**src/rtl/user_project_gpio_irq_if.sv**
```systemverilog
// Wishbone slave bundle for the GPIO input/interrupt stage.
// Signal names keep the pad-level Wishbone names so the top-level wiring reads
// the same as the rest of the user project.
interface user_project_gpio_irq_if;
    logic        wbs_stb_i;
    logic        wbs_cyc_i;
    logic        wbs_we_i;
    logic [3:0]  wbs_sel_i;
    logic [31:0] wbs_dat_i;
    logic [31:0] wbs_adr_i;
    logic        wbs_ack_o;
    logic [31:0] wbs_dat_o;

    modport master (
        output wbs_stb_i, wbs_cyc_i, wbs_we_i, wbs_sel_i, wbs_dat_i, wbs_adr_i,
        input  wbs_ack_o, wbs_dat_o
    );

    modport slave (
        input  wbs_stb_i, wbs_cyc_i, wbs_we_i, wbs_sel_i, wbs_dat_i, wbs_adr_i,
        output wbs_ack_o, wbs_dat_o
    );
endinterface

```
**src/rtl/user_project_gpio_irq.sv**
```systemverilog
// GPIO input stage: pad synchroniser, per-pin rise/fall edge detection,
// sticky W1C status and a single level interrupt, all behind a Wishbone slave.
// Optional debounce filter: define GPIO_IRQ_DEBOUNCE_EN.
//
// Register map (word offset = wbs_adr_i[4:2]):
//   0 RISE_LO  1 RISE_HI  2 FALL_LO  3 FALL_HI
//   4 STAT_LO  5 STAT_HI (write-1-to-clear)  6 SYNC_LO  7 SYNC_HI (read-only)
// High words carry pins [NPINS-1:32]; unused bits read 0.
module user_project_gpio_irq #(
    parameter int NPINS   = 38,
    parameter int DEB_DIV = 16
) (
    input  logic                   wb_clk_i,
    input  logic                   wb_rst_ni,
    user_project_gpio_irq_if.slave wbs,
    input  logic [NPINS-1:0]       io_in,
    output logic [NPINS-1:0]       sync_o,
    output logic                   irq_o
);

    // ------------------------------------------------------------------
    // Pad synchroniser and edge history
    // ------------------------------------------------------------------
    logic [NPINS-1:0] s1_q, s2_q, p_q;
    logic [NPINS-1:0] lvl;      // filtered pin level seen by edge detect

    // Two-flop synchroniser plus the previous-level register for edge detect
    always_ff @(posedge wb_clk_i or negedge wb_rst_ni) begin
        if (!wb_rst_ni) begin
            s1_q <= '0;
            s2_q <= '0;
            p_q  <= '0;
        end else begin
            s1_q <= io_in;
            s2_q <= s1_q;
            p_q  <= lvl;
        end
    end

`ifdef GPIO_IRQ_DEBOUNCE_EN
    localparam int CW = (DEB_DIV > 1) ? $clog2(DEB_DIV) : 1;

    logic [CW-1:0]    cnt_q;
    logic             strobe;
    logic [NPINS-1:0] deb_d_q, deb_q_q;
    logic [NPINS-1:0] deb_same;

    assign strobe   = (cnt_q == CW'(DEB_DIV - 1));
    assign deb_same = ~(deb_d_q ^ s2_q);

    // Free-running sample-strobe divider
    always_ff @(posedge wb_clk_i or negedge wb_rst_ni) begin
        if (!wb_rst_ni) cnt_q <= '0;
        else            cnt_q <= strobe ? '0 : cnt_q + CW'(1);
    end

    // Accept a new level only when two consecutive strobe samples agree
    always_ff @(posedge wb_clk_i or negedge wb_rst_ni) begin
        if (!wb_rst_ni) begin
            deb_d_q <= '0;
            deb_q_q <= '0;
        end else if (strobe) begin
            deb_d_q <= s2_q;
            deb_q_q <= (deb_same & deb_d_q) | (~deb_same & deb_q_q);
        end
    end

    assign lvl = deb_q_q;
`else
    // Debounce divider is not built; keep the parameter referenced.
    localparam int UNUSED_DEB_DIV = DEB_DIV;
    assign lvl = s2_q;
`endif

    assign sync_o = lvl;

    // ------------------------------------------------------------------
    // Edge detect and sticky status
    // ------------------------------------------------------------------
    logic [NPINS-1:0] rise_en_q, rise_en_d;
    logic [NPINS-1:0] fall_en_q, fall_en_d;
    logic [NPINS-1:0] stat_q, stat_d;
    logic [NPINS-1:0] clr;
    logic [NPINS-1:0] rise, fall;

    assign rise = lvl & ~p_q & rise_en_q;
    assign fall = ~lvl & p_q & fall_en_q;

    // ------------------------------------------------------------------
    // Wishbone decode
    // ------------------------------------------------------------------
    logic        ack_q, ack_d;
    logic [31:0] dat_q, dat_d;
    logic        access, wr, rd;
    logic        is_hi;
    logic [1:0]  grp;
    logic [31:0] bmask;
    logic [NPINS-1:0] wmask_n, wdat_n;
    logic [63:0] rise64, fall64, stat64, sync64, rsel64;
    logic [31:0] rdata;
    logic        unused_adr;

    // A new access is only taken while ack is low, so a held strobe yields
    // one single-cycle ack per access rather than a stuck-high ack.
    assign access = wbs.wbs_cyc_i & wbs.wbs_stb_i & ~ack_q;
    assign wr     = access & wbs.wbs_we_i;
    assign rd     = access & ~wbs.wbs_we_i;
    assign is_hi  = wbs.wbs_adr_i[2];
    assign grp    = wbs.wbs_adr_i[4:3];

    assign unused_adr = ^{wbs.wbs_adr_i[31:5], wbs.wbs_adr_i[1:0]};

    assign bmask = {{8{wbs.wbs_sel_i[3]}}, {8{wbs.wbs_sel_i[2]}},
                    {8{wbs.wbs_sel_i[1]}}, {8{wbs.wbs_sel_i[0]}}};

    // Place the 32-bit lane mask/data onto the low or high pin word;
    // bits beyond NPINS fall off the truncation and are never written.
    assign wmask_n = is_hi ? NPINS'({bmask, 32'b0}) : NPINS'({32'b0, bmask});
    assign wdat_n  = NPINS'({wbs.wbs_dat_i, wbs.wbs_dat_i});

    // Enable writes, W1C clear vector and next status
    always_comb begin
        rise_en_d = rise_en_q;
        fall_en_d = fall_en_q;
        clr       = '0;
        if (wr) begin
            case (grp)
                2'd0:    rise_en_d = (rise_en_q & ~wmask_n) | (wdat_n & wmask_n);
                2'd1:    fall_en_d = (fall_en_q & ~wmask_n) | (wdat_n & wmask_n);
                2'd2:    clr       = wdat_n & wmask_n;
                default: ;  // SYNC words are read-only
            endcase
        end
        // New edges are ORed after the clear so a same-cycle event survives
        stat_d = (stat_q & ~clr) | rise | fall;
    end

    assign rise64 = 64'(rise_en_q);
    assign fall64 = 64'(fall_en_q);
    assign stat64 = 64'(stat_q);
    assign sync64 = 64'(lvl);

    // Read mux and handshake next-state
    always_comb begin
        case (grp)
            2'd0:    rsel64 = rise64;
            2'd1:    rsel64 = fall64;
            2'd2:    rsel64 = stat64;
            default: rsel64 = sync64;
        endcase
        rdata = is_hi ? rsel64[63:32] : rsel64[31:0];
        ack_d = access;
        dat_d = rd ? rdata : 32'h0;
    end

    // Enable, status and bus response registers
    always_ff @(posedge wb_clk_i or negedge wb_rst_ni) begin
        if (!wb_rst_ni) begin
            rise_en_q <= '0;
            fall_en_q <= '0;
            stat_q    <= '0;
            ack_q     <= 1'b0;
            dat_q     <= 32'h0;
        end else begin
            rise_en_q <= rise_en_d;
            fall_en_q <= fall_en_d;
            stat_q    <= stat_d;
            ack_q     <= ack_d;
            dat_q     <= dat_d;
        end
    end

    assign wbs.wbs_ack_o = ack_q;
    assign wbs.wbs_dat_o = dat_q;
    assign irq_o         = |stat_q;

endmodule

```
**src/flat_wrapper.sv**
```systemverilog
// flat-port wrapper written by rule: the top's interface ports become plain ports
module user_project_gpio_irq_flat 
#(
    parameter int NPINS   = 38,
    parameter int DEB_DIV = 16
)
  (wb_clk_i, wb_rst_ni, io_in, sync_o, irq_o, wbs_wbs_stb_i, wbs_wbs_cyc_i, wbs_wbs_we_i, wbs_wbs_sel_i, wbs_wbs_dat_i, wbs_wbs_adr_i, wbs_wbs_ack_o, wbs_wbs_dat_o);
  user_project_gpio_irq_if wbs_i ();
  input  logic wb_clk_i;
  input  logic wb_rst_ni;
  input  logic [NPINS-1:0] io_in;
  output logic [NPINS-1:0] sync_o;
  output logic irq_o;
  input wire logic [$bits(wbs_i.wbs_stb_i)-1:0] wbs_wbs_stb_i;
  input wire logic [$bits(wbs_i.wbs_cyc_i)-1:0] wbs_wbs_cyc_i;
  input wire logic [$bits(wbs_i.wbs_we_i)-1:0] wbs_wbs_we_i;
  input wire logic [$bits(wbs_i.wbs_sel_i)-1:0] wbs_wbs_sel_i;
  input wire logic [$bits(wbs_i.wbs_dat_i)-1:0] wbs_wbs_dat_i;
  input wire logic [$bits(wbs_i.wbs_adr_i)-1:0] wbs_wbs_adr_i;
  output wire logic [$bits(wbs_i.wbs_ack_o)-1:0] wbs_wbs_ack_o;
  output wire logic [$bits(wbs_i.wbs_dat_o)-1:0] wbs_wbs_dat_o;
  assign wbs_i.wbs_stb_i = wbs_wbs_stb_i;
  assign wbs_i.wbs_cyc_i = wbs_wbs_cyc_i;
  assign wbs_i.wbs_we_i = wbs_wbs_we_i;
  assign wbs_i.wbs_sel_i = wbs_wbs_sel_i;
  assign wbs_i.wbs_dat_i = wbs_wbs_dat_i;
  assign wbs_i.wbs_adr_i = wbs_wbs_adr_i;
  assign wbs_wbs_ack_o = wbs_i.wbs_ack_o;
  assign wbs_wbs_dat_o = wbs_i.wbs_dat_o;
  user_project_gpio_irq #(.NPINS(NPINS), .DEB_DIV(DEB_DIV)) u_core (.wb_clk_i(wb_clk_i), .wb_rst_ni(wb_rst_ni), .wbs(wbs_i), .io_in(io_in), .sync_o(sync_o), .irq_o(irq_o));
endmodule
```
**config.mk**
```make
export PLATFORM = sky130hd
export DESIGN_NAME = user_project_gpio_irq_flat
export DESIGN_NICKNAME = d
export VERILOG_FILES = /design/src/rtl/user_project_gpio_irq_if.sv /design/src/rtl/user_project_gpio_irq.sv /design/src/flat_wrapper.sv
export SDC_FILE = /design/constraint.sdc
export NUM_CORES = 1
export LEC_CHECK = 0
export ABC_CLOCK_PERIOD_IN_PS = 1800
export BUFFER_PORTS_ARGS = -buffer_cell sky130_fd_sc_hd__buf_4
export CELL_PAD_IN_SITES_DETAIL_PLACEMENT = 0
export CELL_PAD_IN_SITES_GLOBAL_PLACEMENT = 1
export CORE_UTILIZATION = 46
export DETAILED_ROUTE_END_ITERATION = 8
export GPL_TIMING_DRIVEN = 0
export PLACE_DENSITY_LB_ADDON = 0.1
export SLEW_MARGIN = 20
export SYNTH_ARGS = -nofsm -noshare
export SYNTH_HDL_FRONTEND = slang
export SYNTH_SLANG_ARGS = --single-unit
```
**constraint.sdc**
```tcl
create_clock -name wb_clk_i -period 1.8 [get_ports wb_clk_i]
set_input_delay 0.27 -clock wb_clk_i [delete_from_list [all_inputs] [get_ports wb_clk_i]]
set_output_delay 0.27 -clock wb_clk_i [all_outputs]
set_load 0.005 [all_outputs]
```
==> out/qor.yml <==
status:
  status: "finished, violations left"
  violations: "design-rule violations, negative setup slack"
sta:
  finalMaxSlewViolations: 0
  clock.fmax_mhz: 428
  rsz0062_at_grt: "yes"
  finalClockSkew_ns: 0.00983
  setup_slack_ns: -0.535
  worst_pin_slew_ns: 0.662
  period_share: 1.30
  hold_viol: 0
  period_needed_ns: 2.34
  slew_headroom: 0.558
  finalSetupViolCount: 1
yosys:
  synth_top_family_by_area: "multiplexers"
  async_flop_share: 1.00
  ys_seq_area_frac: 0.631
  yosys.area_share.simple: 0.107
  synth_seq_cells: 261
  synth.area.top_cells: "dfrtp_1 (63%), mux4_2 (8.3%), mux2_4 (7.0%)"
  yosys.area.top_type: "dfrtp_1"
  synth_most_common_cell: "dfrtp_1"
  yosys_most_used_dff: "dfrtp_1"
  synth_cell_type_count: 27
  synth.avg_cell_area_um2: 15.2
  synth-adder-area-share: 0
  synthXorXnorAreaFrac: 0
  synth-edff-count: 0
  yosys.area.top_type_share: 0.631
  synth_mux_area_frac: 0.183
  syn_inst: 681
  netlist_area_um2: 10300
  yosys-top-cells-count: "dfrtp_1 (261), mux2_4 (48), nand2_1 (41)"
  syn-num-nets: 792
  synth_compound_area_frac: 0.0497
  yosys_warnings: 0
final_layout:
  regArea_um2: 6530
  antenna_cells: 0
  nNetsFinal: 1045
  multi_input_area_um2: 3580
  final_core_util: 0.619
  fillCellCount: 1649
  drive_gt1_frac: 0.378
  syn2layout_area_growth_pct: 31.3
clock_tree:
  cts_setup_buffers: 0
  cts_root_buf: "clkbuf_16"
  cts_sinks: 261
  clock_path_buffers: 3
  tritoncts: "built"
  numCtsBuffers: 28
  cts_max_level: 1
  clock_latency_ns: 0.53
  clkSlewWorstSetupHoldPaths_ns: 0.06
setup_path:
  criticalPathCategory: "flip-flop to output port"
  startpoint_type: "flip-flop"
  critPathMaxFanout: 3
  reg2reg_slack_ns: 0.05
  crit_required_ns: 1.53
  cp.arrival_ns: 2.07
  endpoint_kind: "output port"
floorplan:
  initial_core_util: 0.471
  die_h_um: 152
  die-area_um2: 23100
  ioPinCount: 183
  core_area_um2: 22000
  num_rows: 54
  die_w_um: 152
power_and_ir_drop:
  ir_worst_vdd_uv: 674
  power.density_nw_per_um2: 1070
  power.leakage_nw: 6.10
  p_clk_frac: 0.389
  seq_power_share: 0.492
  p_comb_frac: 0.120
  power_mw: 14.5
  swShare: 0.234
  switchingPower_mw: 3.40
  p_int_mw: 11.1
job:
  cap_violations: 0
drt:
  routed_wl_um: 24800
  wl_per_cell_um: 20.1
  drt-vias-per-instance: 5.50
  first_pass_iters: 6
  final_antenna_net_count: 0
  drc_errors: 18
  dr.first_iter.drc_count: 304
  num_vias: 6783
placed_design:
  io_buffers: 153
  gp_congestion: 0.803
  dp_hpwl_um: 16400
global_route:
  grt_overflow: 0
  antenna_found_initial: 0
  grt_pass1_vias: 7282
  grt_max_degree: 105
  grt_usage: 0.221
  grt_pass1_wl_um: 40300
hold_path:
  hold_path.class: "input port to flip-flop"
## timing repair
item / 4_1_cts / 5_1_grt
gates cloned: 0 / 1
setup endpoints to repair: 1 / 47
pin swaps: 2 / 2
gates resized for setup: 9 / 9
hold buffers: 67 / 0
endpoints found under the hold margin: 150 / 0
## area by class of cell
cell class,count,area share
buffer,36,0.0200
multi-input combinational,372,0.263
timing repair buffer,223,0.139
tap,280,0.0258
clock inverter,5,0.00552
inverter,12,0.00331
sequential,261,0.481
clock buffer,45,0.0622
## worst paths after layout
| path | to | start | cells after the start |
|---|---|---|---|
| setup / recovery | irq_o | u_core.stat_q[16]$_DFF_PN0_ | 4 |
| hold / removal | flip-flop | wbs_wbs_dat_i[0] | 2 |
| setup reg to reg | flip-flop | u_core.wbs.wbs_ack_o$_DFF_PN0_ | 5 |
| hold reg to reg | u_core.sync_o[36]$_DFF_PN0_ | u_core.s1_q[36]$_DFF_PN0_ | 0 |
| max in group asynchronous | u_core.stat_q[18]$_DFF_PN0_ | wb_rst_ni | 3 |
| min in group asynchronous | u_core.wbs.wbs_dat_o[29]$_DFF_PN0_ | wb_rst_ni | 2 |
## per-layer routing
metal,GRT usage,share of wire
met1,0.299,0.44
met2,0.372,0.50
met3,0.0359,0.048
met4,0.0637,0.019
met5,0,0
## placed cells by master (no fill, tap or decap), types with 5 or more instances in the layout
cell / count
o22ai_1: 7
clkbuf_16: 29
buf_4: 158
o21ai_0: 37
mux2_4: 48
nand4_1: 40
mux2_2: 28
buf_6: 14
nor2b_1: 27
nand2_1: 41
buf_2: 12
clkbuf_8: 6
dlygate4sd3_1: 67
dfrtp_1: 260
a21o_1: 38
and4b_1: 5
nor4_2: 5
mux4_2: 38
nand3b_1: 37
inv_1: 12
clkbuf_1: 14
## power by group through the flow
stage                     logic, mW  registers [mW]  clock network, mW
after floorplan                1.05            6.98                  0
after global placement         1.56            7.12                  0
after detailed placement       1.63            7.17                  0
after CTS                      1.76            7.11               5.81
after global routing           1.89            7.23               6.04
final                          1.74            7.14               5.65
## worst max-delay path, stage by stage (launching register included)
cell and delay (ns):
dfrtp_1 0.42, nor4_2 0.44, nand4_1 0.15, or3_4 0.41, buf_6 0.13
## cell families after synthesis
family                 after synthesis
and+or+nand+nor                    176
buffers and inverters               48
muxes                              114
AOI/OAI and AO/OA                   82
DFF                                261
## stage by stage
stage	setup slack, ns	setup TNS [ns]	cell area, um2	hold WS (ns)	cells
2_1_floorplan	0.224	0	10300	-0.0256	681
3_3_place_gp	-1.52	-390.71	11800	0.331	1114
3_5_place_dp	-0.263	-0.309	11900	0.240	1116
4_1_cts	-0.562	-0.562	13600	0.00598	1233
5_1_grt	-0.610	-0.804	13600	0.0132	1234
6_report	-0.535	-0.535	13600	0.0279	1234
(Power assumes the default switching activity.)
